<file path="src/rtl/mat_pkg.sv">
// Shared definitions for the 5x3 result path: dimensions, transmitter states
// and the flat-bus offset of each element.
package mat_pkg;

  localparam int ROWS  = 5;
  localparam int COLS  = 3;
  localparam int EW    = 8;
  localparam int NELEM = ROWS * COLS;
  localparam int MW    = NELEM * EW;
  localparam int RW    = $clog2(ROWS);
  localparam int CW    = $clog2(COLS);

  typedef enum logic {
    IDLE = 1'b0,
    SEND = 1'b1
  } tx_state_t;

  // Element (0,0) sits in the MSBs of the flat, row-major bus.
  function automatic int elem_offset(input int r, input int c);
    return (NELEM - 1 - (r * COLS + c)) * EW;
  endfunction

endpackage

</file>
<file path="src/rtl/mat_elem_sel.sv">
// Combinational selector: picks element (row,col) out of the flat matrix bus.
// Out-of-range indices return zero.
module mat_elem_sel
  import mat_pkg::*;
(
  input  logic [MW-1:0] bus,
  input  logic [RW-1:0] row,
  input  logic [CW-1:0] col,
  output logic [EW-1:0] elem
);

  logic [EW-1:0] elems [NELEM];

  for (genvar gi = 0; gi < NELEM; gi++) begin : g_elem
    assign elems[gi] = bus[elem_offset(gi / COLS, gi % COLS) +: EW];
  end

  always_comb begin
    elem = '0;
    for (int k = 0; k < NELEM; k++) begin
      if (int'(row) == k / COLS && int'(col) == k % COLS) begin
        elem = elems[k];
      end
    end
  end

endmodule

</file>
<file path="src/rtl/mat_result_tx.sv">
// Captures the 5x3 product bus and streams it row-major over valid/ready,
// tagged with row/col and an end-of-matrix flag. Optional MAT_TX_PARITY_EN adds m_par_o.
module mat_result_tx
  import mat_pkg::*;
(
  input  logic          clk,
  input  logic          rst_n,
  input  logic          load_i,
  input  logic [MW-1:0] matrix_i,
  output logic          busy_o,
  output logic          m_valid_o,
  input  logic          m_ready_i,
  output logic [EW-1:0] m_data_o,
  output logic [RW-1:0] m_row_o,
  output logic [CW-1:0] m_col_o,
  output logic          m_last_o,
  output logic          done_o
`ifdef MAT_TX_PARITY_EN
  ,
  output logic          m_par_o
`endif
);

  localparam logic [RW-1:0] ROW_MAX = RW'(ROWS - 1);
  localparam logic [CW-1:0] COL_MAX = CW'(COLS - 1);

  tx_state_t     state_reg;
  logic [MW-1:0] shadow_reg;
  logic [RW-1:0] row_reg;
  logic [CW-1:0] col_reg;

  logic [RW-1:0] row_next;
  logic [CW-1:0] col_next;
  logic          last_next;
  logic          handshake;
  logic [MW-1:0] sel_bus;
  logic [RW-1:0] sel_row;
  logic [CW-1:0] sel_col;
  logic [EW-1:0] sel_elem;

  assign m_row_o = row_reg;
  assign m_col_o = col_reg;

  always_comb begin
    handshake = (state_reg == SEND) && m_ready_i;
    col_next  = col_reg + 1'b1;
    row_next  = row_reg;
    if (col_reg == COL_MAX) begin
      col_next = '0;
      row_next = row_reg + 1'b1;
    end
    last_next = (row_next == ROW_MAX) && (col_next == COL_MAX);
    // While idle, look ahead into the incoming bus so (0,0) is registered
    // on the same edge that captures it.
    sel_bus = shadow_reg;
    sel_row = row_next;
    sel_col = col_next;
    if (state_reg == IDLE) begin
      sel_bus = matrix_i;
      sel_row = '0;
      sel_col = '0;
    end
  end

  mat_elem_sel u_sel (
    .bus  (sel_bus),
    .row  (sel_row),
    .col  (sel_col),
    .elem (sel_elem)
  );

  always_ff @(posedge clk or negedge rst_n) begin
    if (!rst_n) begin
      state_reg  <= IDLE;
      shadow_reg <= '0;
      row_reg    <= '0;
      col_reg    <= '0;
      busy_o     <= 1'b0;
      m_valid_o  <= 1'b0;
      m_data_o   <= '0;
      m_last_o   <= 1'b0;
      done_o     <= 1'b0;
`ifdef MAT_TX_PARITY_EN
      m_par_o    <= 1'b0;
`endif
    end else begin
      done_o <= 1'b0;
      case (state_reg)
        IDLE: begin
          if (load_i) begin
            state_reg  <= SEND;
            shadow_reg <= matrix_i;
            row_reg    <= '0;
            col_reg    <= '0;
            busy_o     <= 1'b1;
            m_valid_o  <= 1'b1;
            m_data_o   <= sel_elem;
            m_last_o   <= 1'b0;
`ifdef MAT_TX_PARITY_EN
            m_par_o    <= ^sel_elem;
`endif
          end
        end
        SEND: begin
          if (handshake) begin
            if (m_last_o) begin
              state_reg <= IDLE;
              busy_o    <= 1'b0;
              m_valid_o <= 1'b0;
              m_last_o  <= 1'b0;
              done_o    <= 1'b1;
            end else begin
              row_reg  <= row_next;
              col_reg  <= col_next;
              m_data_o <= sel_elem;
              m_last_o <= last_next;
`ifdef MAT_TX_PARITY_EN
              m_par_o  <= ^sel_elem;
`endif
            end
          end
        end
      endcase
    end
  end

endmodule
</file>
<file path="config.mk">
export PLATFORM = sky130hd
export DESIGN_NAME = mat_result_tx
export DESIGN_NICKNAME = d
export VERILOG_FILES = /design/src/rtl/mat_pkg.sv /design/src/rtl/mat_elem_sel.sv /design/src/rtl/mat_result_tx.sv
export SDC_FILE = /design/constraint.sdc
export NUM_CORES = 1
export LEC_CHECK = 0
export ABC_AREA = 1
export CAP_MARGIN = 20
export CORE_MARGIN = 4
export CORE_UTILIZATION = 53
export DETAILED_ROUTE_END_ITERATION = 12
export GPL_ROUTABILITY_DRIVEN = 0
export PLACE_DENSITY = 0.82
export SLEW_MARGIN = 20
export SYNTH_ARGS = -nofsm -noshare
export SYNTH_HDL_FRONTEND = slang
export SYNTH_SLANG_ARGS = --single-unit
export TNS_END_PERCENT = 5
</file>
<file path="constraint.sdc">
create_clock -name clk -period 2.51 [get_ports clk]
set_clock_uncertainty 0.2 [all_clocks]
set_input_delay 0.502 -clock clk [delete_from_list [all_inputs] [get_ports clk]]
set_output_delay 0.502 -clock clk [all_outputs]
set_load 0.005 [all_outputs]
</file>
# Yosys cells after proc, flatten, opt, wreduce, memory -nomap -nowiden
# Index checks and enable logic that the tools add are counted.
[totals]
regBits = 137
output_inout_bits = 17
in_bits = 124
word_cells = 94
[op_classes]
muxes = 47
eq_ne = 13
n_reduce_logical = 23
addsub = 2
n_bitwise = 1
[ops]
columns = ["operator", "count"]
rows = [
  ["$mux 8", 18],
  ["$mux 120", 1],
  ["$logic_and 1x1->1", 17],
  ["$pmux 8 s2", 1],
  ["$mux 3", 5],
  ["$eq 3x3->1 const B", 4],
  ["$mux 1", 12],
  ["$mux 2", 5],
  ["$eq 2x2->1 const B", 4],
  ["$ne 2x2->1 const B", 3],
  ["$pmux 1 s2", 3],
  ["$pmux 3 s2", 1],
  ["$reduce_and 3->1", 2],
  ["$pmux 2 s2", 1],
  ["$reduce_and 2->1", 2],
  ["$add 3x1->3 const B", 1],
  ["$eq 3x2->1 const B", 1],
  ["$logic_not 3->1", 1],
  ["$add 2x1->2 const B", 1],
  ["$logic_not 2->1", 1],
  ["$ne 2x1->1 const B", 1],
  ["$not 1->1", 1],
]

# Logic depth before layout (Yosys ltp)
# Gate-level depths: netlist of run 1.
[logic_depth]
word_depth = 23
ltp_mapped = 17
mapped_depth_nobuf = 16

# By module
# From an unflattened synthesis of run 1, not the netlist that was laid out.
[unflattened]
hier_cells = 1110
hier_area_um2 = 7842.5
[by_module_without_submodules]
columns = ["mod", "area_per_inst_um2", "instances", "cells_each"]
rows = [
  ["mat_result_tx", 6706.4, 1, 869],
  ["mat_elem_sel", 1136.1, 1, 241],
]

# Least setup slack after synthesis of run 1
# OpenSTA, ideal clock, no wires.
[synth_timing]
kind = "register to register"
start = "register row_reg[0] (netlist: m_row_o[0])"
end = "register m_data_o[0]"
n_path_buf = 0
setup_time_ns = 0.065
t_arrival_ns = 1.887
stages_incl_launch_ff = 16
slack_ns = 0.358
required_ns = 2.245
path_cell_list = "dfrtp_1 > ha_1 > inv_1 > nand3_1 > and2_4 > nor2_4 > nand2_2 > nor2_2 > nand2_1 > nand4_1 > nand2_1 > nand4_1 > nand2_1 > nand4_1 > nand2_1 > nand2_1"
[synth_via]
elab_chain_cells = 23
elab_cells_between_ends = 42
[synth_lines]
columns = ["element", "line", "source"]
rows = [
  ["start: declaration", "mat_result_tx.sv:29", "logic [RW-1:0] row_reg;"],
  ["start signal: assignment", "mat_result_tx.sv:113", "row_reg <= row_next;"],
  ["$add 3x1->3", "mat_result_tx.sv:50", "row_next = row_reg + 1'b1;"],
  ["$mux 3 (*)", "mat_result_tx.sv:48", "if (col_reg == COL_MAX) begin"],
  ["$mux 3 (*)", "mat_result_tx.sv:58", "if (state_reg == IDLE) begin"],
  ["$logic_not 3->1", "mat_elem_sel.sv:21", "if (int'(row) == k / COLS && int'(col) == k % COLS) begin"],
  ["$logic_and 1x1->1", "mat_elem_sel.sv:21", ""],
  ["$mux 8 (14 in a row)", "mat_elem_sel.sv:21", ""],
  ["$mux 8 (*)", "mat_elem_sel.sv:21", ""],
  ["$mux 8", "mat_result_tx.sv:106", "if (m_last_o) begin"],
  ["$mux 8", "mat_result_tx.sv:105", "if (handshake) begin"],
  ["$pmux 8 s2 (*)", "mat_result_tx.sv:88", "case (state_reg)"],
  ["end signal: assignment", "mat_result_tx.sv:97", "m_data_o <= sel_elem;"],
  ["end signal: assignment", "mat_result_tx.sv:115", "m_data_o <= sel_elem;"],
  ["end: declaration", "mat_result_tx.sv:13", "output logic [EW-1:0] m_data_o,"],
]
# Mark *: on every way between the ends. The rest lies on a longest branch, timed or not. The select of a mux whose other input is x is not followed.
# A chain may end at the register's enable or synchronous reset.

# Final worst setup path of run 1
[layout_timing]
start = "register row_reg[0] (netlist: m_row_o[0])"
end = "register m_data_o[6]"
# The elaborated chain is that of the path after synthesis.

==> results of run 1 <==
==> metal layers <==
metal,wire length [um],vias up,GRT usage
met5,0,-,0
met4,737,0,0.119
met3,1700,67,0.0538
met2,10200,378,0.424
met1,9440,3591,0.378
li1,-,3735,-
==> Yosys cell counts <==
cell type	number	area (um^2)
nand2_1	384	1440
o21ai_0	166	831
dfrtp_1	137	3430
inv_1	129	484
nand4_1	48	300
o211ai_1	48	360
clkbuf_1	45	169
nor2_1	34	128
a21oi_1	17	85.1
nand3_1	15	75.1
buf_2	11	55.1
nor2_2	7	43.8
inv_2	6	22.5
nand2_2	5	31.3
buf_1	3	11.3
buf_4	3	22.5
clkinv_1	2	7.51
nand3_2	2	20.0
nor2_4	2	22.5
and2_1	1	6.26
and2_4	1	8.76
ha_1	1	12.5
nand4_2	1	12.5
nor3_2	1	10.0
o22ai_1	1	6.26
==> power by group through the flow <==
stage | Sequential, uW | Clock (uW) | Combinational [uW]
3_5_place_dp | 3800 | 0 | 5190
3_3_place_gp | 3760 | 0 | 5040
4_1_cts | 3790 | 2700 | 5290
2_1_floorplan | 3680 | 0 | 3330
6_report | 3820 | 2700 | 5450
5_1_grt | 3910 | 2810 | 6150
==> metrics by stage <==
stage | hold WS [ps] | TNS, ps
floorplan | 6.41 | 0
global placement | 254 | 0
detailed placement | 258 | -56.2
CTS | 273 | 0
global route | 279 | -423
finish | 268 | 0
==> layout make-up <==
| cell class | instances | area [um^2] | area share |
|---|---|---|---|
| inverter | 137 | 518 | 0.0512 |
| timing repair buffer | 186 | 1860 | 0.184 |
| multi-input combinational | 734 | 3450 | 0.341 |
| clock buffer | 20 | 457 | 0.0452 |
| sequential | 137 | 3430 | 0.339 |
| clock inverter | 12 | 173 | 0.0171 |
| tap | 180 | 225 | 0.0223 |
==> layout by cell type (no fill, tap or decap) <==
| master | count |
|---|---|
| dfrtp_1 | 136 |
| o21ai_0 | 166 |
| and2_4 | 1 |
| nand4_1 | 48 |
| nor2_4 | 6 |
| bufinv_16 | 4 |
| nand2_2 | 5 |
| o211ai_1 | 48 |
| o22ai_1 | 1 |
| nand3_1 | 11 |
| buf_12 | 8 |
| clkdlybuf4s50_1 | 139 |
| buf_4 | 35 |
| ha_1 | 1 |
| nand3_2 | 6 |
| inv_2 | 8 |
| clkinvlp_4 | 2 |
| and2_1 | 1 |
| dlygate4sd3_1 | 1 |
| nand4_2 | 1 |
| nor2_2 | 6 |
| a21oi_1 | 17 |
| nand2_4 | 1 |
| clkinv_2 | 5 |
| nor2_1 | 31 |
| inv_4 | 1 |
| buf_6 | 3 |
| clkinv_4 | 2 |
| inv_1 | 127 |
| nor3_2 | 1 |
| clkbuf_1 | 1 |
| clkbuf_8 | 2 |
| dfrtp_4 | 1 |
| clkbuf_16 | 17 |
| nand2_1 | 383 |
==> timing repair <==
action / CTS / global route
pin swaps: 1 / 9
endpoints found under the setup margin: 7 / 8
resized for setup: 5 / 11
hold endpoints to repair: 43 / 0
hold buffers: 1 / 0
buffers inserted: 0 / 1
==> kinds of logic (layout without fill, tap and decap cells) <==
family / count (synthesis) / after routing / synth area share
simple gates: 501 / 501 / 0.276
compound gates: 232 / 232 / 0.169
buf+inv: 199 / 355 / 0.102
flops: 137 / 137 / 0.451
fa+ha+maj: 1 / 1 / 0.00165
==> worst reg2reg max path, delay by kind of cell (launching register included) <==
kind,cells,cell delay [ps]
adders and majority gates,1,290
buffers and inverters,3,240
DFF,1,390
and+or+nand+nor,13,1250
==> path summary, 6_finish.rpt <==
check | from | end | depth (start not counted)
max | m_row_o[0]$_DFFE_PN0P_ | m_data_o[6]$_DFFE_PN0P_ | 17
min | shadow_reg[12]$_DFFE_PN0P_ | shadow_reg[12]$_DFFE_PN0P_ | 2
max reg2reg | m_row_o[0]$_DFFE_PN0P_ | m_data_o[6]$_DFFE_PN0P_ | 17
min reg2reg | shadow_reg[12]$_DFFE_PN0P_ | shadow_reg[12]$_DFFE_PN0P_ | 2
max in group asynchronous | rst_n | shadow_reg[3]$_DFFE_PN0P_ | 3
min in group asynchronous | rst_n | shadow_reg[90]$_DFFE_PN0P_ | 2
==> flow_summary_export.csv, run 1 <==
group,metric,value,unit
outcome,outcome,"complete, no violations",
power_and_ir_drop,p_int,7090,uW
critical_path,critPathRequiredTime,2630,ps
power_and_ir_drop,ir_drop,0.617,mV
placement,dpl.hpwl,15300,um
timing,tightest_slew,451,ps
critical_path,critPathMaxFanout,16,
critical_path,crit_arrival,2600,ps
drt,drc,0,
floorplan,io_pins,141,
timing,finalMaxSlewViolations,0,
timing,slew_headroom,0.699,
critical_path,critPathLaunchType,"flip-flop",
critical_path,cp_top_family,"simple AND/OR/NAND/NOR gates",
final_layout,design_area,0.0101,mm^2
drt,wl_per_cell,15.7,um
critical_path,critPathSlowestCell,"dfrtp_1",
power_and_ir_drop,combPwrFrac,0.455,
grt,grt_pass1_wl,35800,um
grt,track_usage,0.274,
timing,setup_viol,0,
clock_network,clockBufferDepth,2,
logic_synthesis,netlist_instances,1070,
drt,drt_iter0_drc,970,
final_layout,instances_no_fill,1406,
critical_path,path_buf_inv,3,
floorplan,die_w,128,um
logic_synthesis,avgSynthCellArea,7.10,um^2
power_and_ir_drop,power,12000,uW
drt,drt_first_pass_iters,6,
timing,rsz0062_at_grt,"yes",
logic_synthesis,ys_types,25,
placement,io_buffer_count,140,
power_and_ir_drop,power_density,1180,mW/mm^2
placement,dp_cells,1372,
final_layout,drive_gt1_frac,0.0938,
clock_network,cts_buffers,17,
timing,min_period,2480,ps
clock_network,clock_latency,430,ps
timing,finalCritPeriodShare,0.987,
logic_synthesis,syn_area,0.00759,mm^2
critical_path,path_class,"flip-flop to flip-flop",
grt,grt_overflow,0,
drt,route.vias.total,7771,
final_layout,n_fill_cell,1086,
critical_path,cp_common_cell,"nand2_1",
power_and_ir_drop,p_clk_frac,0.225,
critical_path,path_cells,"ha_1 > inv_2 > nand3_2 > nand3_2 > nand2_2 > inv_2 > buf_12 > nand4_1 > nand2_1 > nor2_2 > nand4_1 > nand2_1 > nand4_1 > nand2_1 > nand4_1 > nand2_1 > nand2_1",
floorplan,rows,43,
timing,timing.final.hold_violations,0,
grt,antenna_found_initial,0,
floorplan,die_h,128,um
placement,place_area,0.00940,mm^2
power_and_ir_drop,p_sw_frac,0.407,
floorplan,initial_core_util,0.545,
timing,max_freq,0.404,GHz
drt,drt-total-wl,22000,um
logic_synthesis,synth_warnings,0,
clock_network,clockRootBuffer,"clkbuf_16",
clock_network,clkTransAtPathRegs,60,ps
floorplan,core,0.0139,mm^2
grt,grt_pass1_vias,7243,
power_and_ir_drop,p_leak,0.00492,uW
grt,grt_max_degree,99,
logic_synthesis,synth-seq-area-share,0.451,
final_layout,antenna_cells,0,
final_layout,largest_register_ff_count,120,
clock_network,clock_sinks,137,
clock_network,clock_tree.htree_level_count,4,
power_and_ir_drop,sequentialPowerShare,0.319,
final_layout,nNetsFinal,1338,
drt,routed_via_density,5.53,
critical_path,cp_slowest_stage_delay,390,ps
critical_path,end_kind,"flip-flop",
clock_network,cts_tree,"yes",
logic_synthesis,syn-num-nets,1195,
final_layout,syn_to_final_growth,33.1,%
flow_run,cap_violations,0,
hold_path,hp-class,"flip-flop to flip-flop",
drt,ant_nets,0,
power_and_ir_drop,p_sw,4870,uW
logic_synthesis,synth_seq_cells,137,
critical_path,r2r_slack,30,ps
floorplan,die-area,0.0163,mm^2
final_layout,fin_util,0.726,
placement,post-place-ws,-22.7,ps
timing,worst_slack,32.2,ps
(Power assumes the default switching activity.)
==> run 2: changes to the inputs <==
--- a/config.mk
+++ b/config.mk
@@ -6,6 +6,7 @@
 export NUM_CORES = 1
 export LEC_CHECK = 0
 export ABC_AREA = 1
+export ABC_CLOCK_PERIOD_IN_PS = 2510
 export CAP_MARGIN = 20
 export CORE_MARGIN = 4
 export CORE_UTILIZATION = 53
==> results of run 2 <==
Final layout, timing and power as in run 1 (identical DEF).
